<file path="src/rtl/pc_flow_ctrl.sv">
// pc_flow_ctrl: control-flow sequencer for the pipelined femtoRV32 core.
// Drives the next-PC mux select, PC / IF/ID / ID/EX enables and flushes,
// arbitrates the unified memory port between fetch and MEM-stage data,
// and sequences redirect flushes and EBREAK halt/resume.
module pc_flow_ctrl #(
    parameter int FLUSH_CYCLES   = 2,     // 1..7, redirect cycle included
    parameter bit HALT_ON_EBREAK = 1'b1   // 0: EBREAK behaves as ECALL
) (
    input  logic       clk,
    input  logic       rst_n,
    input  logic       branch_taken,
    input  logic       jalr_ex,
    input  logic       ecall_ex,
    input  logic       ebreak_ex,
    input  logic       load_use,
    input  logic       mem_req_ex,
    input  logic       resume,
    output logic [1:0] pc_sel_src,
    output logic       pc_en,
    output logic       if_id_en,
    output logic       if_id_flush,
    output logic       id_ex_flush,
    output logic       mem_grant_data,
    output logic       halted
);

    typedef enum logic [1:0] {
        RUN   = 2'b00,
        FLUSH = 2'b01,
        HALT  = 2'b10
    } state_t;

    // Next-PC mux encodings
    localparam logic [1:0] SEL_PC4  = 2'b00;
    localparam logic [1:0] SEL_BR   = 2'b01;
    localparam logic [1:0] SEL_JALR = 2'b10;
    localparam logic [1:0] SEL_TRAP = 2'b11;

    localparam logic [2:0] FLUSH_INIT  = 3'(FLUSH_CYCLES - 1);
    localparam bit         FLUSH_MULTI = (FLUSH_CYCLES > 1);

    state_t     state, state_nxt;
    logic [2:0] cnt, cnt_nxt;

    // Decoded EX-stage control-flow requests (only meaningful in RUN)
    logic ebreak_halt;
    logic trap_req;
    logic redirect;

    always_comb begin
        ebreak_halt = HALT_ON_EBREAK && ebreak_ex;
        trap_req    = ecall_ex || (!HALT_ON_EBREAK && ebreak_ex);
        redirect    = trap_req || jalr_ex || branch_taken;
    end

    // State, flush counter and halted flag registers
    always_ff @(posedge clk or negedge rst_n) begin
        if (!rst_n) begin
            state  <= RUN;
            cnt    <= '0;
            halted <= 1'b0;
        end else begin
            state  <= state_nxt;
            cnt    <= cnt_nxt;
            halted <= (state_nxt == HALT);
        end
    end

    // Next-state and flush-counter sequencing
    always_comb begin
        state_nxt = state;
        cnt_nxt   = cnt;
        unique case (state)
            RUN: begin
                if (ebreak_halt) begin
                    state_nxt = HALT;
                end else if (redirect) begin
                    cnt_nxt   = FLUSH_INIT;
                    state_nxt = FLUSH_MULTI ? FLUSH : RUN;
                end
            end
            FLUSH: begin
                cnt_nxt = cnt - 3'd1;
                // cnt==0 cannot occur here; treat it as end of flush for safety
                if (cnt <= 3'd1) begin
                    cnt_nxt   = '0;
                    state_nxt = RUN;
                end
            end
            HALT: begin
                if (resume) state_nxt = RUN;
            end
            default: begin
                state_nxt = RUN;
                cnt_nxt   = '0;
            end
        endcase
    end

    // Pipeline control outputs from current state and inputs
    always_comb begin
        pc_sel_src     = SEL_PC4;
        pc_en          = 1'b0;
        if_id_en       = 1'b0;
        if_id_flush    = 1'b1;
        id_ex_flush    = 1'b1;
        mem_grant_data = 1'b0;
        if (rst_n) begin
            mem_grant_data = mem_req_ex;
            if_id_flush    = 1'b0;
            id_ex_flush    = 1'b0;
            unique case (state)
                RUN: begin
                    if (ebreak_halt) begin
                        // Freeze PC on the instruction after EBREAK, drain younger ones
                        if_id_flush = 1'b1;
                        id_ex_flush = 1'b1;
                    end else if (redirect) begin
                        // Redirect wins over stalls: the fetch is discarded anyway
                        if (trap_req)     pc_sel_src = SEL_TRAP;
                        else if (jalr_ex) pc_sel_src = SEL_JALR;
                        else              pc_sel_src = SEL_BR;
                        pc_en       = 1'b1;
                        if_id_en    = 1'b1;
                        if_id_flush = 1'b1;
                        id_ex_flush = 1'b1;
                    end else if (mem_req_ex || load_use) begin
                        id_ex_flush = 1'b1;
                    end else begin
                        pc_en    = 1'b1;
                        if_id_en = 1'b1;
                    end
                end
                FLUSH: begin
                    if_id_flush = 1'b1;
                    id_ex_flush = 1'b1;
                    if (!mem_req_ex) begin
                        pc_en    = 1'b1;
                        if_id_en = 1'b1;
                    end
                end
                HALT: begin
                    id_ex_flush = 1'b1;
                end
                default: begin
                    if_id_flush = 1'b1;
                    id_ex_flush = 1'b1;
                end
            endcase
        end
    end

endmodule

</file>
<file path="config.mk">
export PLATFORM = sky130hd
export DESIGN_NAME = pc_flow_ctrl
export DESIGN_NICKNAME = d
export VERILOG_FILES = /design/src/rtl/pc_flow_ctrl.sv
export SDC_FILE = /design/constraint.sdc
export NUM_CORES = 1
export LEC_CHECK = 0
export ABC_AREA = 1
export CORE_AREA = 2 2 39 41
export DETAILED_ROUTE_END_ITERATION = 10
export DIE_AREA = 0 0 41 43
export PLACE_DENSITY = 0.65
export RECOVER_POWER = 50
export SLEW_MARGIN = 10
export SYNTH_ARGS = -nofsm -noshare
export SYNTH_HDL_FRONTEND = slang
export SYNTH_SLANG_ARGS = --single-unit
</file>
<file path="constraint.sdc">
create_clock -name clk -period 1.26 [get_ports clk]
set_input_delay 0.252 -clock clk [delete_from_list [all_inputs] [get_ports clk]]
set_output_delay 0.252 -clock clk [all_outputs]
set_load 0.02 [all_outputs]
</file>
# [Yosys cells after proc, flatten, opt, wreduce, memory -nomap -nowiden]
# Index checks and enable logic that the tools add are counted.
[op_classes] add_sub_neg=1 reduce_logical=5 muxes=31 n_lt_le_gt_ge=1 eq_ne=5 bitwise=1
[op_table] op="$mux 2" n=10
[op_table] op="$mux 1" n=14
[op_table] op="$mux 3" n=3
[op_table] op="$pmux 3 s3" n=1
[op_table] op="$pmux 2 s3" n=1
[op_table] op="$eq 2x2->1 const B" n=2
[op_table] op="$ne 2x2->1 const B" n=2
[op_table] op="$pmux 1 s2" n=2
[op_table] op="$le 3x1->1 const B" n=1
[op_table] op="$logic_or 1x1->1" n=3
[op_table] op="$reduce_and 3->1" n=1
[op_table] op="$sub 3x1->3 const B" n=1
[op_table] op="$eq 2x1->1 const B" n=1
[op_table] op="$logic_not 2->1" n=1
[op_table] op="$not 1->1" n=1
[word_totals] register_bits=6 elab_cells=47

# [Depth between registers and ports, before layout]
# Gate-level depths: netlist (run 1).
[depth] depth_word=6 depth_mapped=8

# [Least setup slack after synthesis (run 1)]
# OpenSTA, ideal clock, no wires.
[synth_path] path_type="reg-to-output" start="reg state[0]" end="out pc_en" n_path_buf=1 path_stages_with_launch=9 arrival_ps=1141 required_time_ps=1008 path_slack_ps=-133 cell_sequence="dfrtp_1 -> inv_2 -> nand2_2 -> nor2_4 -> nand2_2 -> nand3_2 -> nand2_1 -> inv_1 -> buf_4"
[synth_via] elab_chain_cells=3 word_cells_on_any_way=4 cone_classes="eq/ne (1); mux (2); reduce/logical (1)"
[synth_lines] element="start, declared" line_no="42" text="state_t state, state_nxt;"
[synth_lines] element="start signal, assigned" line_no="63" text="state <= state_nxt;"
[synth_lines] element="$eq 2x1->1 or $logic_not 2->1 (tied branches)"
[synth_lines] element="$pmux 1 s2 *"
[synth_lines] element="$mux 1 *"
[synth_lines] element="end, declared" line_no="19" text="output logic pc_en,"
# Mark *: on every way between the ends. The rest lies on a longest branch, timed or not.

# [Worst setup path after layout (run 1)]
[layout_path] start="reg state[1]" end="out if_id_en"
[layout_via] elab_chain_cells=3 word_cells_on_any_way=4 cone_classes="eq/ne (1); mux (2); reduce/logical (1)"
[layout_lines] element="$eq 2x1->1 or $logic_not 2->1 (tied branches)" line_no="112" text="unique case (state)"
[layout_lines] element="$pmux 1 s2 *" line_no="112"
[layout_lines] element="$mux 1 *" line_no="108" text="if (rst_n) begin"
[layout_lines] element="end, declared" line_no="20" text="output logic if_id_en,"
# Marks and branches as above.

==> flow_summary_export.csv, run 1 <==
group,metric,value,unit
clock_network,cts_tree,"yes",
worst_setup_path,start_kind,"flop",
sta,grt_setup_unrepaired,"true",
global_route,gr-usage-all-layers,0.1455,
layout,drive_gt1_frac,0.5109,
placed_design,dp_slack,-0.7369,ns
sta,hold_viol_final,0,
worst_setup_path,crit_slowest_cell,"dfrtp_2",
sta,finalSetupTns,-1.419,ns
placed_design,portBuffers,16,
layout,fin_util,0.5425,
status,status,"complete, but fails checks",
yosys,synthDistinctLibCells,18,
clock_network,insertion_delay,0.24,ns
status,failed_checks,"setup timing",
power_and_ir_drop,vdd_drop_max,1274,uV
yosys,yosysTopAreaCellShare,0.3352,
layout,final_cell_mix,"buf_4, nand2_1, inv_1, nor2_2, nand2_2",
sta,setup_violations,6,
layout,diodes,0,
detailed_routing,detail-route-antenna-nets,0,
yosys,yosysTopAreaCell,"dfrtp_1",
sta,period_needed,1.528,ns
sta,fin_skew,0.004780,ns
yosys,synthCells,60,
global_route,grt_pass1_vias,443,
placed_design,postPlaceCellArea,708.2,sq um
worst_setup_path,slowest_delay,0.44,ns
placed_design,dp_cells,102,
layout,final_cell_area,750.7,sq um
global_route,antenna_found_initial,0,
sta,relSlewSlack,0.8618,
clock_network,htreeDepth,1,
layout,multi_input_area,266.5,sq um
power_and_ir_drop,p_leak,0.4244,nW
clock_network,clock-sinks,6,
floorplan,die-area,1763,sq um
worst_setup_path,cp_max_fo,4,
yosys,synth_area,447.9,sq um
global_route,grt_max_degree,8,
yosys,seq_area_frac_synth,0.3352,
layout,nets,105,
power_and_ir_drop,p_per_area,2127,nW/um^2
sta,fin_crit_sh,1.212,
detailed_routing,drc,0,
clock_network,cts_hold_buf,0,
yosys,ys.warnings.count,0,
floorplan,num_io_pins,17,
layout,syn_to_final_growth,67.60,%
worst_setup_path,arrival,1.28,ns
detailed_routing,num_vias,489,
yosys,syn_avg_cell_area,7.466,sq um
sta,fmax,654.6,MHz
clock_network,cts_root_buf,"clkbuf_4",
layout,fin_cells,108,
global_route,gr-total-overflow,0,
worst_setup_path,path_class,"reg -> out",
detailed_routing,drt_first_iter_violations,1,
yosys,ys_ff_latch,6,
layout,fill_cells,141,
clock_network,cts_buffer_depth,2,
sta,tightest_slew,0.2081,ns
global_route,grt_first_pass_wirelength,1.711,mm
worst_setup_path,path_cells,"inv_2, nand2_2, nor2_4, nand2_2, nand3_2, nand2_1, inv_2, buf_4",
floorplan,die_width,41,um
detailed_routing,vias_per_cell,4.528,
clock_network,path_clk_slew,0.05,ns
placed_design,place.gp.congestion,0.6534,
hold_path,hold_class,"in -> async",
sta,drv_slew,0,
floorplan,start_util,0.3237,
detailed_routing,routedWlPerCell,10.03,um
clock_network,cts_buffers,3,
floorplan,row_count,14,
worst_setup_path,crit_path_end_kind,"primary output",
floorplan,core,1384,sq um
detailed_routing,drt_wl_total,1.083,mm
layout,layout_commonest_cell,"buf_4",
floorplan,die_h,43,um
sta,fin_ws,-0.2676,ns
yosys,syn_nets,71,
placed_design,dp_hpwl,877.6,um
worst_setup_path,required,1.01,ns
detailed_routing,dr.pass1.iters,4,
job,drv_cap,0,
yosys,synthTopCellsByArea,"dfrtp_1, nand2_1, inv_1",
layout,seq_area,151.4,sq um
==> cells in the mapped netlist (all sizes together) <==
cell type,count
ha,2
a211oi,2
xor2,1
dfrtp,6
nand3,6
inv,11
nor2,8
nand4,1
nand2,16
buf,1
a21oi,1
o21ai,5
==> metrics by stage <==
stage / hold slack, ns / total power [mW]
final: 0.1443 / 1.597
after global routing: 0.1606 / 1.725
after CTS: 0.1453 / 1.531
after detailed placement: 0.5485 / 1.357
after global placement: 0.5495 / 1.333
after floorplan: -0.04359 / 0.9530
==> layer usage <==
layer  GRT usage  wire length (um)
met4     0.06000                 0
met5           0                 0
met1      0.1607               442
met3     0.05236                46
met2      0.2375               594
==> logic make-up after synthesis <==
logic type,share of synthesized area
AND/OR/NAND/NOR,0.3547
buffers and inverters,0.1089
AO/OA/AOI/OAI,0.1257
flip-flops,0.3352
adder cells (fa/ha/maj),0.05586
XOR/XNOR,0.01956
==> timing repair <==
action | in CTS | in global routing
pin swaps | 2 | 1
gates resized for setup | 39 | 7
endpoints found under the hold margin | 0 | 0
setup endpoints to repair | 8 | 8
setup buffers | 1 | 2
==> sequential cells by signal, summed over array words and instances (netlist names) <==
register / count
halted: 1
state: 2
cnt: 3
==> layout make-up <==
cell class / count / share of cell area
multi-input cells: 42 / 0.3550
repair buffers: 30 / 0.3317
flip-flops and latches: 6 / 0.2017
inverters: 11 / 0.05500
clock buffers: 3 / 0.03000
well taps: 16 / 0.02667
==> worst max-delay path, delay by kind of cell, from the launching register on <==
kind,cells,cell delay [ns]
flops,1,0.44
simple gates,5,0.34
buf+inv,3,0.27
==> path summary, 6_finish.rpt <==
kind,start,endpoint,slack (ns),depth (start not counted)
max,state[1],if_id_en,-0.27,8
max in group asynchronous,rst_n,state[1],0.98,2
min in group clk,ebreak_ex,state[0],0.51,5
min,rst_n,cnt[1],0.14,2
min reg2reg,cnt[1],cnt[1],0.58,2
max reg2reg,cnt[1],cnt[1],0.14,5
==> power breakdown <==
| part | switching [mW] | internal, mW | total (mW) |
|---|---|---|---|
| Sequential | 0.0805 | 0.292 | 0.373 |
| Clock | 0.0677 | 0.108 | 0.175 |
| Combinational | 0.538 | 0.511 | 1.05 |
| Total | 0.686 | 0.911 | 1.60 |
Power figures use the tool's default switching activity.
==> inputs of run 2 (changes only) <==
Settings changed: CELL_PAD_IN_SITES_DETAIL_PLACEMENT from default to 0, CELL_PAD_IN_SITES_GLOBAL_PLACEMENT from default to 1, CORE_AREA 2 2 39 41 to default, CORE_MARGIN from default to 2, CORE_UTILIZATION from default to 28, DIE_AREA 0 0 41 43 to default, GPL_TIMING_DRIVEN from default to 0, PLACE_DENSITY 0.65 to 0.75.
==> run 2 against run 1 <==
The run still ends with setup timing left. Die area rose by 9.8%. Via count fell by 3.7%. Combinational power fell by 14%. Clock power fell by 2%. Final cell count fell by 4.6%. First-iteration DRC count rose to 6.0 times the previous value. Maximum frequency fell by 4.7%. Sequential cell count did not move. Hold slack improved by 0.34 ns. Clock skew fell by 0.0027 ns. Critical path type unchanged. Critical endpoint is now pc_en.
==> flow_summary_export.csv, run 2 (same netlist as run 1, synthesis figures left out) <==
group,metric,value,unit
layout,nets,100,
worst_setup_path,path_cells,"inv_2, nand2_2, nor2_4, nand2_2, nand3_2, nand2_2, inv_2, buf_6, buf_6",
worst_setup_path,rrSetupSlack,0.11,ns
global_route,antenna_found_initial,0,
worst_setup_path,r2r_cells,5,
layout,top_register,"cnt",
layout,largest_register_ffs,3,
global_route,grt_max_degree,12,
detailed_routing,detail-route-antenna-nets,0,
hold_path,hp-start,"jalr_ex",
clock_network,clock-sinks,6,
detailed_routing,drt_wl_total,976,um
clock_network,cts_buffer_depth,2,
hold_path,hold_depth,5,
placed_design,portBuffers,16,
detailed_routing,routedWlPerCell,9.476,um
floorplan,die_h,44.00,um
global_route,gr-usage-all-layers,0.1301,
sta,grt_setup_unrepaired,"true",
power_and_ir_drop,p_leak,0.3779,nW
detailed_routing,num_vias,471,
worst_setup_path,crit_slowest_cell,"dfrtp_2",
sta,tightest_slew,0.2916,ns
status,failed_checks,"setup timing",
worst_setup_path,path_class,"reg -> out",
job,drv_cap,0,
sta,hold_viol_final,0,
floorplan,start_util,0.2973,
hold_path,min_to,"state[0]",
worst_setup_path,crit_path_end_kind,"primary output",
power_and_ir_drop,fin_total_pwr,1.451,mW
detailed_routing,vias_per_cell,4.573,
worst_setup_path,slowest_delay,0.46,ns
clock_network,htreeDepth,1,
detailed_routing,drt_first_iter_violations,6,
status,status,"complete, but fails checks",
floorplan,core,1506,sq um
worst_setup_path,rr_startpoint,"cnt[1]",
global_route,gr-total-overflow,0,
sta,whs,0.4879,ns
sta,setup_violations,6,
sta,fin_ws,-0.3430,ns
layout,top_regs,"cnt (3), state (2), halted (1)",
layout,layout_commonest_cell,"buf_4",
sta,drv_slew,0,
placed_design,place.gp.congestion,0.7546,
floorplan,num_io_pins,17,
worst_setup_path,start_kind,"flop",
hold_path,hold_class,"in -> reg",
clock_network,cts_tree,"yes",
clock_network,cts_buffers,3,
placed_design,postPlaceCellArea,636.9,sq um
placed_design,dp_hpwl,744.7,um
power_and_ir_drop,p_per_area,2028,nW/um^2
layout,syn_to_final_growth,59.78,%
worst_setup_path,required,1.01,ns
detailed_routing,dr.pass1.iters,2,
sta,finalSetupTns,-1.398,ns
layout,drive_gt1_frac,0.4598,
layout,final_cell_area,715.7,sq um
layout,diodes,0,
clock_network,path_clk_slew,0.04,ns
worst_setup_path,arrival,1.35,ns
global_route,grt_pass1_vias,457,
sta,fin_skew,0.002050,ns
sta,relSlewSlack,0.8050,
worst_setup_path,cp_common_cell,"nand2_2",
global_route,grt_first_pass_wirelength,1.794,mm
detailed_routing,drc,0,
sta,period_needed,1.603,ns
worst_setup_path,r2r-end,"cnt[1]",
clock_network,cts_root_buf,"clkbuf_4",
sta,fmax,623.8,MHz
layout,final_cell_mix,"buf_4, nand2_1, inv_1, nand2_2",
clock_network,insertion_delay,0.24,ns
power_and_ir_drop,vdd_drop_max,894.6,uV
worst_setup_path,startpoint,"state[1]",
sta,fin_crit_sh,1.272,
floorplan,die-area,1936,sq um
floorplan,die_width,44.00,um
worst_setup_path,cp_max_fo,5,
floorplan,row_count,14,
placed_design,dp_slack,-0.9579,ns
[run 2: cell count changes in the layout (fill, tap and decap cells not counted), moves of 2 or more]
cell	previous run	this run
clkdlybuf4s15_1	0	2
buf_6	1	3
nor2_4	1	3
dlymetal6s2s_1	3	0
buf_4	18	11
nor2_2	6	3
[run 2: worst max path at each step]
stage                       end  slack, ns  cells after the start
after floorplan           pc_en      -0.05                      8
after global placement    pc_en      -0.94                      8
after detailed placement  pc_en      -0.96                      8
after CTS                 pc_en      -0.38                      9
after global routing      pc_en      -0.43                      9
final                     pc_en      -0.34                      9
[run 2: per-layer routing]
metal	GRT usage	part of all wire
met1	0.1465	0.41
met2	0.2088	0.49
met3	0.01250	0.050
met4	0.1273	0.046
met5	0	0
[run 2: through the flow]
| step | util | std cells |
|---|---|---|
| after CTS | 0.4701 | 102 |
| after global routing | 0.4751 | 103 |
| final | 0.4751 | 103 |
| after detailed placement | 0.4228 | 92 |
| after global placement | 0.4228 | 92 |
| after floorplan | - | 60 |
[run 2: timing repair]
| action | CTS | global route |
|---|---|---|
| cloned | 0 | 0 |
| gates resized for setup | 50 | 2 |
| setup buffers | 7 | 0 |
| hold buffers | 0 | 1 |
| pin swaps | 5 | 1 |
| endpoints found under the setup margin | 8 | 7 |
| endpoints found under the hold margin | 0 | 6 |
[run 2: area by class of cell]
cell class / count / area, sq um
multi-input combinational: 42 / 269.0
inverter: 11 / 41.29
timing repair buffer: 24 / 200.2
tap: 16 / 20.02
sequential: 6 / 151.4
fill: 172 / 790.8
clock buffer: 3 / 22.52
buffer: 1 / 11.26
[run 2: report_power, final]
part / switching (mW) / total, mW / internal (mW)
registers: 0.0876 / 0.380 / 0.293
logic: 0.502 / 0.900 / 0.398
clock network: 0.0636 / 0.171 / 0.107
total: 0.653 / 1.45 / 0.798
[run 2: worst max-delay path: cells and delay by family (launching register included)]
| kind | cells | cell delay (ns) |
|---|---|---|
| simple gates | 5 | 0.35 |
| flops | 1 | 0.46 |
| buf+inv | 4 | 0.31 |
